## config.mk

```make
export PLATFORM = sky130hd
export DESIGN_NAME = pipeline_loader_flat
export DESIGN_NICKNAME = d
export VERILOG_FILES = /design/src/rtl/pipeline_loader_pkg.sv /design/src/rtl/pipeline_loader_if.sv /design/src/rtl/pipeline_loader_word_assembler.sv /design/src/rtl/pipeline_loader.sv /design/src/flat_wrapper.sv
export SDC_FILE = /design/constraint.sdc
export NUM_CORES = 1
export LEC_CHECK = 0
export CAP_MARGIN = 10
export CORE_MARGIN = 2
export CORE_UTILIZATION = 30
export CTS_CLUSTER_SIZE = 8
export DETAILED_ROUTE_END_ITERATION = 8
export PLACE_DENSITY_LB_ADDON = 0.15
export SLEW_MARGIN = 20
export SYNTH_ARGS = -nofsm -noshare
export SYNTH_HDL_FRONTEND = slang
export SYNTH_SLANG_ARGS = --single-unit
```

## constraint.sdc

```tcl
create_clock -name clk -period 4.7 [get_ports clk]
set_input_delay 1.41 -clock clk [delete_from_list [all_inputs] [get_ports clk]]
set_output_delay 1.41 -clock clk [all_outputs]
set_load 0.005 [all_outputs]
```

## src/rtl/pipeline_loader_pkg.sv

```systemverilog
// rtl/pipeline_loader_pkg.sv - command codes, FSM states and widths for the pipeline loader
package pipeline_loader_pkg;

    localparam int LOADER_CNT_W = 16;

    localparam logic [7:0] CMD_LOAD_IMEM = 8'hA1;
    localparam logic [7:0] CMD_LOAD_DMEM = 8'hA2;
    localparam logic [7:0] CMD_RUN       = 8'hA3;
    localparam logic [7:0] CMD_HALT      = 8'hA4;

    typedef enum logic [2:0] {
        ST_IDLE   = 3'd0,
        ST_CNT_LO = 3'd1,
        ST_CNT_HI = 3'd2,
        ST_DATA   = 3'd3,
        ST_WRITE  = 3'd4,
        ST_RUN    = 3'd5,
        ST_CKSUM  = 3'd6
    } state_t;

    typedef enum logic {
        TGT_IMEM = 1'b0,
        TGT_DMEM = 1'b1
    } target_t;

endpackage

```

## src/rtl/pipeline_loader_if.sv

```systemverilog
// rtl/pipeline_loader_if.sv - byte stream handshake between a boot source and the loader
interface pipeline_loader_if;
    logic [7:0] in_data;
    logic       in_valid;
    logic       in_ready;

    modport master (output in_data, output in_valid, input in_ready);
    modport slave  (input in_data, input in_valid, output in_ready);
endinterface

```

## src/rtl/pipeline_loader_word_assembler.sv

```systemverilog
// rtl/pipeline_loader_word_assembler.sv - shifts bytes into little-endian 32-bit words
module pipeline_loader_word_assembler (
    input  logic        clk,
    input  logic        reset,
    input  logic        clear,
    input  logic        byte_en,
    input  logic [7:0]  byte_data,
    output logic [31:0] word_data,
    output logic [1:0]  byte_idx,
    output logic        word_valid
);

    // Shift bytes in from the top so byte0 ends up in bits [7:0]; pulse word_valid after byte 3.
    always_ff @(posedge clk) begin
        if (reset || clear) begin
            word_data  <= 32'd0;
            byte_idx   <= 2'd0;
            word_valid <= 1'b0;
        end else begin
            word_valid <= byte_en && (byte_idx == 2'd3);
            if (byte_en) begin
                word_data <= {byte_data, word_data[31:8]};
                byte_idx  <= byte_idx + 2'd1;
            end
        end
    end

endmodule

```

## src/rtl/pipeline_loader.sv

```systemverilog
// rtl/pipeline_loader.sv - byte-stream boot loader for IMEM/DMEM with run control; optional LOADER_CHECKSUM_EN
module pipeline_loader
    import pipeline_loader_pkg::*;
#(
    parameter int         IMEM_DEPTH = 512,
    parameter int         DMEM_DEPTH = 256,
    parameter logic [8:0] HALT_PC    = 9'd48
) (
    input  logic              clk,
    input  logic              reset,
    pipeline_loader_if.slave  src,
    input  logic [8:0]        pc,
    output logic              imem_we,
    output logic [8:0]        imem_addr,
    output logic [31:0]       imem_data,
    output logic              dmem_we_external,
    output logic [7:0]        dmem_addr,
    output logic [31:0]       dmem_data,
    output logic              pipe_en,
    output logic              busy,
    output logic              done,
    output logic              err
);

`ifdef LOADER_CHECKSUM_EN
    localparam state_t FRAME_END = ST_CKSUM;
`else
    localparam state_t FRAME_END = ST_IDLE;
`endif

    state_t                  state, state_n;
    target_t                 target;
    logic [LOADER_CNT_W-1:0] word_cnt;
    logic [LOADER_CNT_W-1:0] word_idx;
    logic [7:0]              cnt_lo;
    logic                    hs;
    logic                    in_range;
    logic                    frame_last;
    logic                    err_set, done_set, done_clr;
    logic [31:0]             word_data;
    logic [1:0]              byte_idx;
    logic                    word_valid;

`ifdef LOADER_CHECKSUM_EN
    logic [7:0]              cksum;
`endif

    assign src.in_ready = (state != ST_WRITE);
    assign hs           = src.in_valid && src.in_ready;
    assign frame_last   = (word_idx + 16'd1) == word_cnt;
    assign in_range     = (target == TGT_IMEM) ? (32'(word_idx) < IMEM_DEPTH)
                                               : (32'(word_idx) < DMEM_DEPTH);

    pipeline_loader_word_assembler u_asm (
        .clk        (clk),
        .reset      (reset),
        .clear      (state == ST_IDLE),
        .byte_en    (hs && (state == ST_DATA)),
        .byte_data  (src.in_data),
        .word_data  (word_data),
        .byte_idx   (byte_idx),
        .word_valid (word_valid)
    );

    // Next-state decode plus the sticky-flag set/clear requests.
    always_comb begin
        state_n  = state;
        err_set  = 1'b0;
        done_set = 1'b0;
        done_clr = 1'b0;
        case (state)
            ST_IDLE: begin
                if (hs) begin
                    case (src.in_data)
                        CMD_LOAD_IMEM, CMD_LOAD_DMEM: begin
                            state_n  = ST_CNT_LO;
                            done_clr = 1'b1;
                        end
                        CMD_RUN: begin
                            state_n  = ST_RUN;
                            done_clr = 1'b1;
                        end
                        CMD_HALT: done_clr = 1'b1;
                        default:  err_set  = 1'b1;
                    endcase
                end
            end
            ST_CNT_LO: if (hs) state_n = ST_CNT_HI;
            ST_CNT_HI: begin
                if (hs) state_n = ({src.in_data, cnt_lo} == 16'd0) ? FRAME_END : ST_DATA;
            end
            ST_DATA: if (hs && (byte_idx == 2'd3)) state_n = ST_WRITE;
            ST_WRITE: begin
                if (!in_range) err_set = 1'b1;
                state_n = frame_last ? FRAME_END : ST_DATA;
            end
            ST_RUN: begin
                // Halt PC wins over any byte arriving in the same cycle.
                if (pc >= HALT_PC) begin
                    state_n  = ST_IDLE;
                    done_set = 1'b1;
                end else if (hs) begin
                    if (src.in_data == CMD_HALT) state_n = ST_IDLE;
                    else                         err_set = 1'b1;
                end
            end
`ifdef LOADER_CHECKSUM_EN
            ST_CKSUM: begin
                if (hs) begin
                    if (src.in_data != cksum) err_set = 1'b1;
                    state_n = ST_IDLE;
                end
            end
`endif
            default: state_n = ST_IDLE;
        endcase
    end

    // State register, frame bookkeeping and sticky status flags.
    always_ff @(posedge clk) begin
        if (reset) begin
            state    <= ST_IDLE;
            target   <= TGT_IMEM;
            word_cnt <= '0;
            word_idx <= '0;
            cnt_lo   <= 8'd0;
            pipe_en  <= 1'b0;
            done     <= 1'b0;
            err      <= 1'b0;
        end else begin
            state   <= state_n;
            pipe_en <= (state_n == ST_RUN);
            if (err_set) err <= 1'b1;
            if (done_set)      done <= 1'b1;
            else if (done_clr) done <= 1'b0;
            if (state == ST_IDLE) begin
                word_idx <= '0;
                if (hs) target <= (src.in_data == CMD_LOAD_DMEM) ? TGT_DMEM : TGT_IMEM;
            end
            if (state == ST_CNT_LO && hs) cnt_lo   <= src.in_data;
            if (state == ST_CNT_HI && hs) word_cnt <= {src.in_data, cnt_lo};
            if (state == ST_WRITE)        word_idx <= word_idx + 16'd1;
        end
    end

`ifdef LOADER_CHECKSUM_EN
    // Running XOR of every data byte in the current frame.
    always_ff @(posedge clk) begin
        if (reset || state == ST_IDLE) cksum <= 8'd0;
        else if (state == ST_DATA && hs) cksum <= cksum ^ src.in_data;
    end
`endif

    assign imem_we          = word_valid && (state == ST_WRITE) && (target == TGT_IMEM) && in_range;
    assign dmem_we_external = word_valid && (state == ST_WRITE) && (target == TGT_DMEM) && in_range;
    assign imem_addr        = word_idx[8:0];
    assign dmem_addr        = word_idx[7:0];
    assign imem_data        = word_data;
    assign dmem_data        = word_data;
    assign busy             = (state != ST_IDLE) && (state != ST_RUN);

endmodule
```

## src/flat_wrapper.sv

```systemverilog
// flat-port wrapper written by rule: the top's interface ports become plain ports
module pipeline_loader_flat import pipeline_loader_pkg::*;
#(
    parameter int         IMEM_DEPTH = 512,
    parameter int         DMEM_DEPTH = 256,
    parameter logic [8:0] HALT_PC    = 9'd48
)
  (clk, reset, pc, imem_we, imem_addr, imem_data, dmem_we_external, dmem_addr, dmem_data, pipe_en, busy, done, err, src_in_data, src_in_valid, src_in_ready);
  pipeline_loader_if src_i ();
  input  logic clk;
  input  logic reset;
  input  logic [8:0] pc;
  output logic imem_we;
  output logic [8:0] imem_addr;
  output logic [31:0] imem_data;
  output logic dmem_we_external;
  output logic [7:0] dmem_addr;
  output logic [31:0] dmem_data;
  output logic pipe_en;
  output logic busy;
  output logic done;
  output logic err;
  input wire logic [$bits(src_i.in_data)-1:0] src_in_data;
  input wire logic [$bits(src_i.in_valid)-1:0] src_in_valid;
  output wire logic [$bits(src_i.in_ready)-1:0] src_in_ready;
  assign src_i.in_data = src_in_data;
  assign src_i.in_valid = src_in_valid;
  assign src_in_ready = src_i.in_ready;
  pipeline_loader #(.IMEM_DEPTH(IMEM_DEPTH), .DMEM_DEPTH(DMEM_DEPTH), .HALT_PC(HALT_PC)) u_core (.clk(clk), .reset(reset), .src(src_i), .pc(pc), .imem_we(imem_we), .imem_addr(imem_addr), .imem_data(imem_data), .dmem_we_external(dmem_we_external), .dmem_addr(dmem_addr), .dmem_data(dmem_data), .pipe_en(pipe_en), .busy(busy), .done(done), .err(err));
endmodule
```

==> summary.md, run 1 <==
The cell type with the largest total area after synthesis was dfxtp_1. The top cell type's share of synthesized area works out to 39.1%. TritonCTS built the clock tree. Of all flip-flops after synthesis, the portion carrying an async set or reset was 0%. STA classifies the critical path endpoint as an output port. The period utilization is 81.7%, and the top fanout value on the critical path is 8.

The number of nets in the synthesized netlist is 567. After legalization and detailed placement, the total HPWL measured 7.90 mm. Dividing the detail-routed wire length by the instance count gives 14.7 um. The run gives 2.24 ns as the worst-case register-to-register setup slack. The run gives 2 as the maximum buffer depth of the clock tree. The cell sitting at the root of the clock tree is a clkbuf_16. Measured slew at the worst slew-check pin: 0.784 ns. At the worst endpoint, the required time is 3.29 ns. The power consumption was 1.46 mW; the violation count after the first detailed-route iteration was 237. The logs give 3425 for the number of global-route vias before repair and 13800 um2 for the core area.

The initialized floorplan defines 43 standard-cell rows. The number of buffers added for setup after CTS was 0. The CTS clock-pin slew for the worst setup and hold paths is 0.07 ns. The run finished with clean final reports.

Max-cap violations in this run came to 0. Yosys mapped a number of flops with a built-in enable equal to 0. For this design the static power due to leakage is 1.79 nW. The run gives 36 as the maximum number of pins on one net before global-route repair. The run gives 15000 um2 as the area of the die.

The run gives 0 as the number of endpoints failing setup at the final stage. The net count reported at finish came out at 602. In the final layout, the share of cells above drive strength 1 is 5.64%. The tools report the clock tree skew after final layout as 0.00733 ns. The number of flip-flops and latches in the synthesized netlist is 82, and the length of the first detailed-routing pass in iterations is 4. nand2_1 is the most common cell in the netlist. The run gives 0 as the remaining design rule violation count. The tools report the global-route wire length before repair as 17.7 mm. The type of the worst setup path is reg -> out.

The later pin in the worst-skew pair is clocked with a latency of 0.35 ns. Global routing used 15.2% of the available tracks across all layers. The worst-case IR drop observed on VDD is 0.000151 V.

For the total of fill cells in the finished design, the log shows 1447. For this block, the routed nets add up to 11.3 mm of wire. The I/O pin count was 108. The number of hold buffers added after CTS was 0.

In the post-synthesis netlist, the biggest area contributors are dfxtp_1, nand2_1, buf_4, a21oi_1, nor2_1. Number of distinct library cells after synthesis: 53. The worst pin sits at a relative slew slack of 47.6%. The number of clock buffers added by TritonCTS is 9. The arrival time at the worst endpoint came out at 2.43 ns. The H-tree was split into 3 levels.

The placer's final routability congestion estimate is 0.879, and the residual antenna-violating net count after detailed routing is 0. For this configuration, the core starts out at a cell density of 30.5%. The shortest clock period the worst path allows after layout works out to 3.84 ns. Critical path launch point type: a flop. The areal power density over the cells is 277 nW/um2, and the count of antenna diodes in the layout is 0.

By count the netlist is led by nand2_1, dfxtp_1, a21oi_1, buf_4, nor2_1. The total overflow left after global routing is 0. The die boundary height was 122 um; the initial antenna violation count was 0. The final total negative setup slack was 0 ns. Setup repair after global routing left no endpoint under its margin. In the synthesized netlist the dominant register cell turns out to be dfxtp_1.

The total number of yosys warnings is 0, and the total clock sinks is 82. Number of resized instances in the post-cts repair step: 0. The number of vias per cell after detailed routing came out at 4.88. The average size of a mapped cell was 7.70 um2. Synthesis produced 545 cells. Summing the sequential cell areas from Yosys gives 39.1% of the chip area. The count of final hold-check violations was 0. The logs give 4200 um2 for the cell area after synthesis and 0 for the number of pins exceeding their max-slew limit in the final report. Static timing analysis puts the maximum clock frequency at 260 MHz. The count of input and output buffers is 103. The tightest min-delay check is of the reg -> reg type.

The routed layout has 3731 vias. Relative to the synthesized area, the layout overhead comes to 25.7%. The overall die width was 122 um.
layer usage:
layer  GRT usage (%)  up-vias  routed length, um
met2            23.2       98               5010
met3            3.81       19                562
met5               0        -                  0
li1                -     1864                  -
met1            20.0     1750               5420
met4            7.26        0                259
state kept, by name, summed over array words and instances, names as in the netlist:
name,cells
u_core.target,1
u_core.u_asm.byte_idx,2
u_core.pipe_en,1
u_core.cnt_lo,8
u_core.u_asm.word_data,32
u_core.word_idx,16
u_core.state,3
u_core.u_asm.word_valid,1
u_core.done,1
u_core.err,1
u_core.word_cnt,16
where the power goes:
part / total [mW] / switching, mW / internal [mW] / leakage, nW
clock: 0.726 / 0.297 / 0.429 / 0.146
combinational: 0.0397 / 0.0218 / 0.0178 / 0.982
sequential: 0.697 / 0.00121 / 0.696 / 0.660
total: 1.46 / 0.320 / 1.14 / 1.79
final cells by class:
class,instances,area (um2),share of cell area [%]
clock buffer,11,243,4.60
sequential,82,1640,31.1
clock inverter,5,63.8,1.21
timing repair buffer,110,1080,20.5
tap,180,225,4.27
multi-input combinational,372,2000,37.9
inverter,5,18.8,0.356
worst max-delay path, stage by stage (launching register included):
cell	delay [ns]
dfxtp_1	0.41
nor4_1	0.34
nand2_1	0.08
nor4_1	0.45
nand3_1	0.19
nor2_1	0.12
clkdlybuf4s50_1	0.51
worst paths after layout:
kind	start	end	cells after the start
worst max-delay path	u_core.word_idx[10]	imem_we	6
worst min-delay path	u_core.u_asm.byte_idx[1]	u_core.u_asm.byte_idx[1]	2
worst max register to register	u_core.word_idx[0]	u_core.state[1]	7
worst min register to register	u_core.u_asm.byte_idx[1]	u_core.u_asm.byte_idx[1]	2
per-stage QoR:
step | cells | util [%] | hold slack (ns) | cell area (um2) | setup WS (ns)
floorplan | 545 | - | 0.440 | 4200 | 1.92
global placement | 749 | 36.1 | 0.445 | 4970 | 1.16
detailed placement | 749 | 36.1 | 0.453 | 4970 | 1.19
CTS | 765 | 38.3 | 0.462 | 5280 | 0.809
global route | 765 | 38.3 | 0.490 | 5280 | 0.761
finish | 765 | 38.3 | 0.462 | 5280 | 0.859
logic make-up after synthesis:
kind of cell,after synthesis,synth area share (%)
AOI/OAI and AO/OA,108,14.9
xor gates and xnor gates,25,5.21
adders and majority gates,2,0.596
buffers and inverters,91,13.2
DFF,82,39.1
muxes,9,2.26
and+or+nand+nor,228,24.8
cell usage in the layout, fill, tap and decap left out, types with 6 or more instances in the layout:
cell type	Yosys	final
a21oi_1	70	70
buf_4	53	7
clkbuf_16	0	9
clkdlybuf4s50_1	0	103
dfxtp_1	82	82
mux2i_1	8	8
nand2_1	126	126
nand3_1	8	8
nand4_1	6	6
nor2_1	38	38
nor3_1	10	10
nor4_1	7	7
xnor2_1	11	11
xor2_1	14	14
(Power assumes the default switching activity.)
==> run 2: changes to the inputs <==
==> constraint.sdc (replaced) <==
create_clock -name clk -period 3.3 [get_ports clk]
set_input_delay 0.99 -clock clk [delete_from_list [all_inputs] [get_ports clk]]
set_output_delay 0.99 -clock clk [all_outputs]
set_load 0.005 [all_outputs]
==> run 2 against run 1 <==
Clock power increased by 24%. Sequential cell count unchanged. Non-clock buffer count increased by 10. Worst setup slack got worse by 0.71 ns. Critical path depth increased by 1. Register-to-register slack got worse by 1.3 ns. First-iteration DRC count increased by 0.42%. Sequential power increased by 42%. Largest power group is now sequential cells. Highest routed layer unchanged.
==> summary.md, run 2 (same netlist as run 1, synthesis figures left out) <==
The logs give 0 for the number of buffers inserted for hold repair after clock tree synthesis and 2.16 ns for the arrival time at the worst endpoint. The run gives 238 as the violation count after the first detailed-route iteration. The H-tree generated during clock tree synthesis spans 3 levels. On the critical path, the stage with the largest delay is an instance of clkdlybuf4s50_1. Data on the critical path is required at its endpoint by 2.31 ns. The CTS clock-pin slew for the worst setup and hold paths was 0.06 ns. Across the routed clock network, the largest skew measured is 0.00793 ns. The run gives 3555 as the number of global-route vias before repair. The register with the most flip-flops in the layout has 32 of them. Dividing the detail-routed wire length by the instance count gives 14.9 um. Clock tree synthesis found a total of 82 sinks. The min-delay analysis places its worst path in the category reg -> reg.

The tools report the aggregate routed wire length as 11.5 mm. Measured on the finished design, the core utilization comes to 38.6%. The tools report the I/O pin count as 108. Number of vias per cell after detailed routing: 4.90. Count of final hold-check violations: 0. In this run the clock root is driven by a clkbuf_16. In the final timing run, aggregate negative setup slack is 0 ns.

In this design, the stage delay of the slowest critical-path cell is 0.51 ns. The die covers 15000 um2. Maximum VDD drop: 0.000191 V.

The number of endpoints failing setup at the final stage is 0. In this run the worst path has a maximum fanout of 5. The most frequent standard cell in the layout excluding fill and tap cells is nand2_1. On the critical path the largest part of the delay comes from simple AND/OR/NAND/NOR gates. The run gives 3789 as the detailed-route via count. The die is 122 um wide. In the layout the commonest cells are nand2_1, clkdlybuf4s50_1, dfxtp_1. Routability-driven placement finished with a final weighted congestion of 0.923.

In this run the static leakage power is 1.82 nW. The number of buffers inserted during clock tree synthesis was 9. STA classifies the critical path startpoint as a flop. Detailed placement finished with a half-perimeter wire length of 8.15 mm.

The floorplan has 43 rows. The measured slew at the worst slew-check pin was 0.630 ns. Latest clock arrival within the worst-skew pair: 0.34 ns.

The areal power density over the cells is 368 nW/um2. The first global-routing pass estimated 18.1 mm of wire. The most numerous cell type found on the critical path is nor4_2. The die boundary height was 122 um. The tools report the initial antenna violation count as 0. u_core.u_asm.word_data holds more flip-flops than any other register. The tools report the all-layer global routing usage as 15.5%.

The area growth from synthesis to layout came out at 26.7%. The flow ran to the end, and the final reports show no timing, DRC or antenna violations. The remaining design rule violation count was 0. The number of pins exceeding their max-slew limit in the final report was 0; the count of maximum capacitance violations was 0. The critical path goes through nor4_2, nand2_1, nor4_2, buf_4, nand3_1, nor2_1, clkdlybuf4s50_1. Subtracting the final worst setup slack from the clock period gives 3.15 ns. Once detail routing completed, the nets flagged for antenna violations numbered 0.

The buffers plus inverters on the worst setup path is 2. The tools report the net count reported at finish as 612. STA classifies the critical path endpoint as an output port. Counting along the longest clock path gives a buffer depth of 2. The total area inside the core boundary comes to 13800 um2. The leftover overflow at the end of global routing is 0, and the upper clock frequency limit is 317 MHz. The initial standard-cell utilization of the core was 30.5%. TritonCTS built the clock tree. The count of antenna diodes in the layout is 0, and the fraction of layout instances using a drive strength above 1 is 7.59%.

Counting the fill cells in the layout gives 1489. Total power for the finished layout comes to 1.96 mW. The count of input and output buffers was 103; the maximum number of pins on one net before global-route repair was 36. The remaining max-slew budget at the tightest pin is 56.9%, and the period utilization is 95.5%. The type of the worst setup path was reg -> out. Setup repair after global routing left no endpoint under its margin. The largest registers in the layout are u_core.u_asm.word_data x32, u_core.word_cnt x16, u_core.word_idx x16.

Before antenna repair, the detailed router went through 4 iterations.
-- run 2: cell types whose count changed in the layout (fill, tap and decap cells not counted), moves of 2 or more --
cell and delta:
buf_4 +10, clkinv_2 +2, clkinv_4 -2, nor4_1 -2, nor4_2 +2
-- run 2: what timing repair did --
| action | in CTS | in global routing |
|---|---|---|
| setup endpoints to repair | 2 | 2 |
| resized for setup | 1 | 2 |
| setup buffers | 0 | 0 |
| hold endpoints to repair | 0 | 0 |
| pin swaps | 0 | 0 |
-- run 2: where the power goes --
group / leakage [nW] / internal [mW] / total [mW] / switching [mW]
registers: 0.661 / 0.991 / 0.992 / 0.000965
clock network: 0.123 / 0.499 / 0.902 / 0.402
logic: 1.03 / 0.0288 / 0.0618 / 0.0330
-- run 2: worst paths after layout --
path,startpoint,to,slack (ns),cells past startpoint
worst max-delay path,u_core.word_idx[13],imem_we,0.15,7
worst min-delay path,u_core.u_asm.byte_idx[1],u_core.u_asm.byte_idx[1],0.46,2
worst max register to register,u_core.word_idx[2],u_core.state[0],0.93,6
worst min register to register,u_core.u_asm.byte_idx[1],u_core.u_asm.byte_idx[1],0.46,2
-- run 2: final cells by class --
type                    count  area [um2]  share of cell area, %
clock buffers               9         225                   4.23
repair buffers            120        1160                   21.8
clock inverters             5        33.8                  0.635
well taps                 180         225                   4.23
flip-flops and latches     82        1640                   30.9
inverters                   5        18.8                  0.353
multi-input cells         372        2020                   37.9
-- run 2: tightest hold or removal path, stage by stage, from the launching register on --
cell and delay [ns]:
dfxtp_1 0.31, nand2_1 0.05, a21oi_1 0.05
-- run 2: metrics by stage --
stage | std cells | instance area, um2 | setup slack, ns | hold WS [ns]
2_1_floorplan | 545 | 4200 | 0.940 | 0.440
5_1_grt | 773 | 5320 | 0.0226 | 0.497
3_3_place_gp | 759 | 5050 | 0.299 | 0.445
3_5_place_dp | 759 | 5050 | 0.325 | 0.462
6_report | 773 | 5320 | 0.150 | 0.463
4_1_cts | 773 | 5310 | 0.0282 | 0.471
-- run 2: layer usage --
metal | routed length (um) | share of wire [%] | GRT usage (%)
met3 | 526 | 4.6 | 3.95
met5 | 0 | 0 | 0
met2 | 5240 | 46 | 23.8
met4 | 209 | 1.8 | 6.03
met1 | 5530 | 48 | 21.0
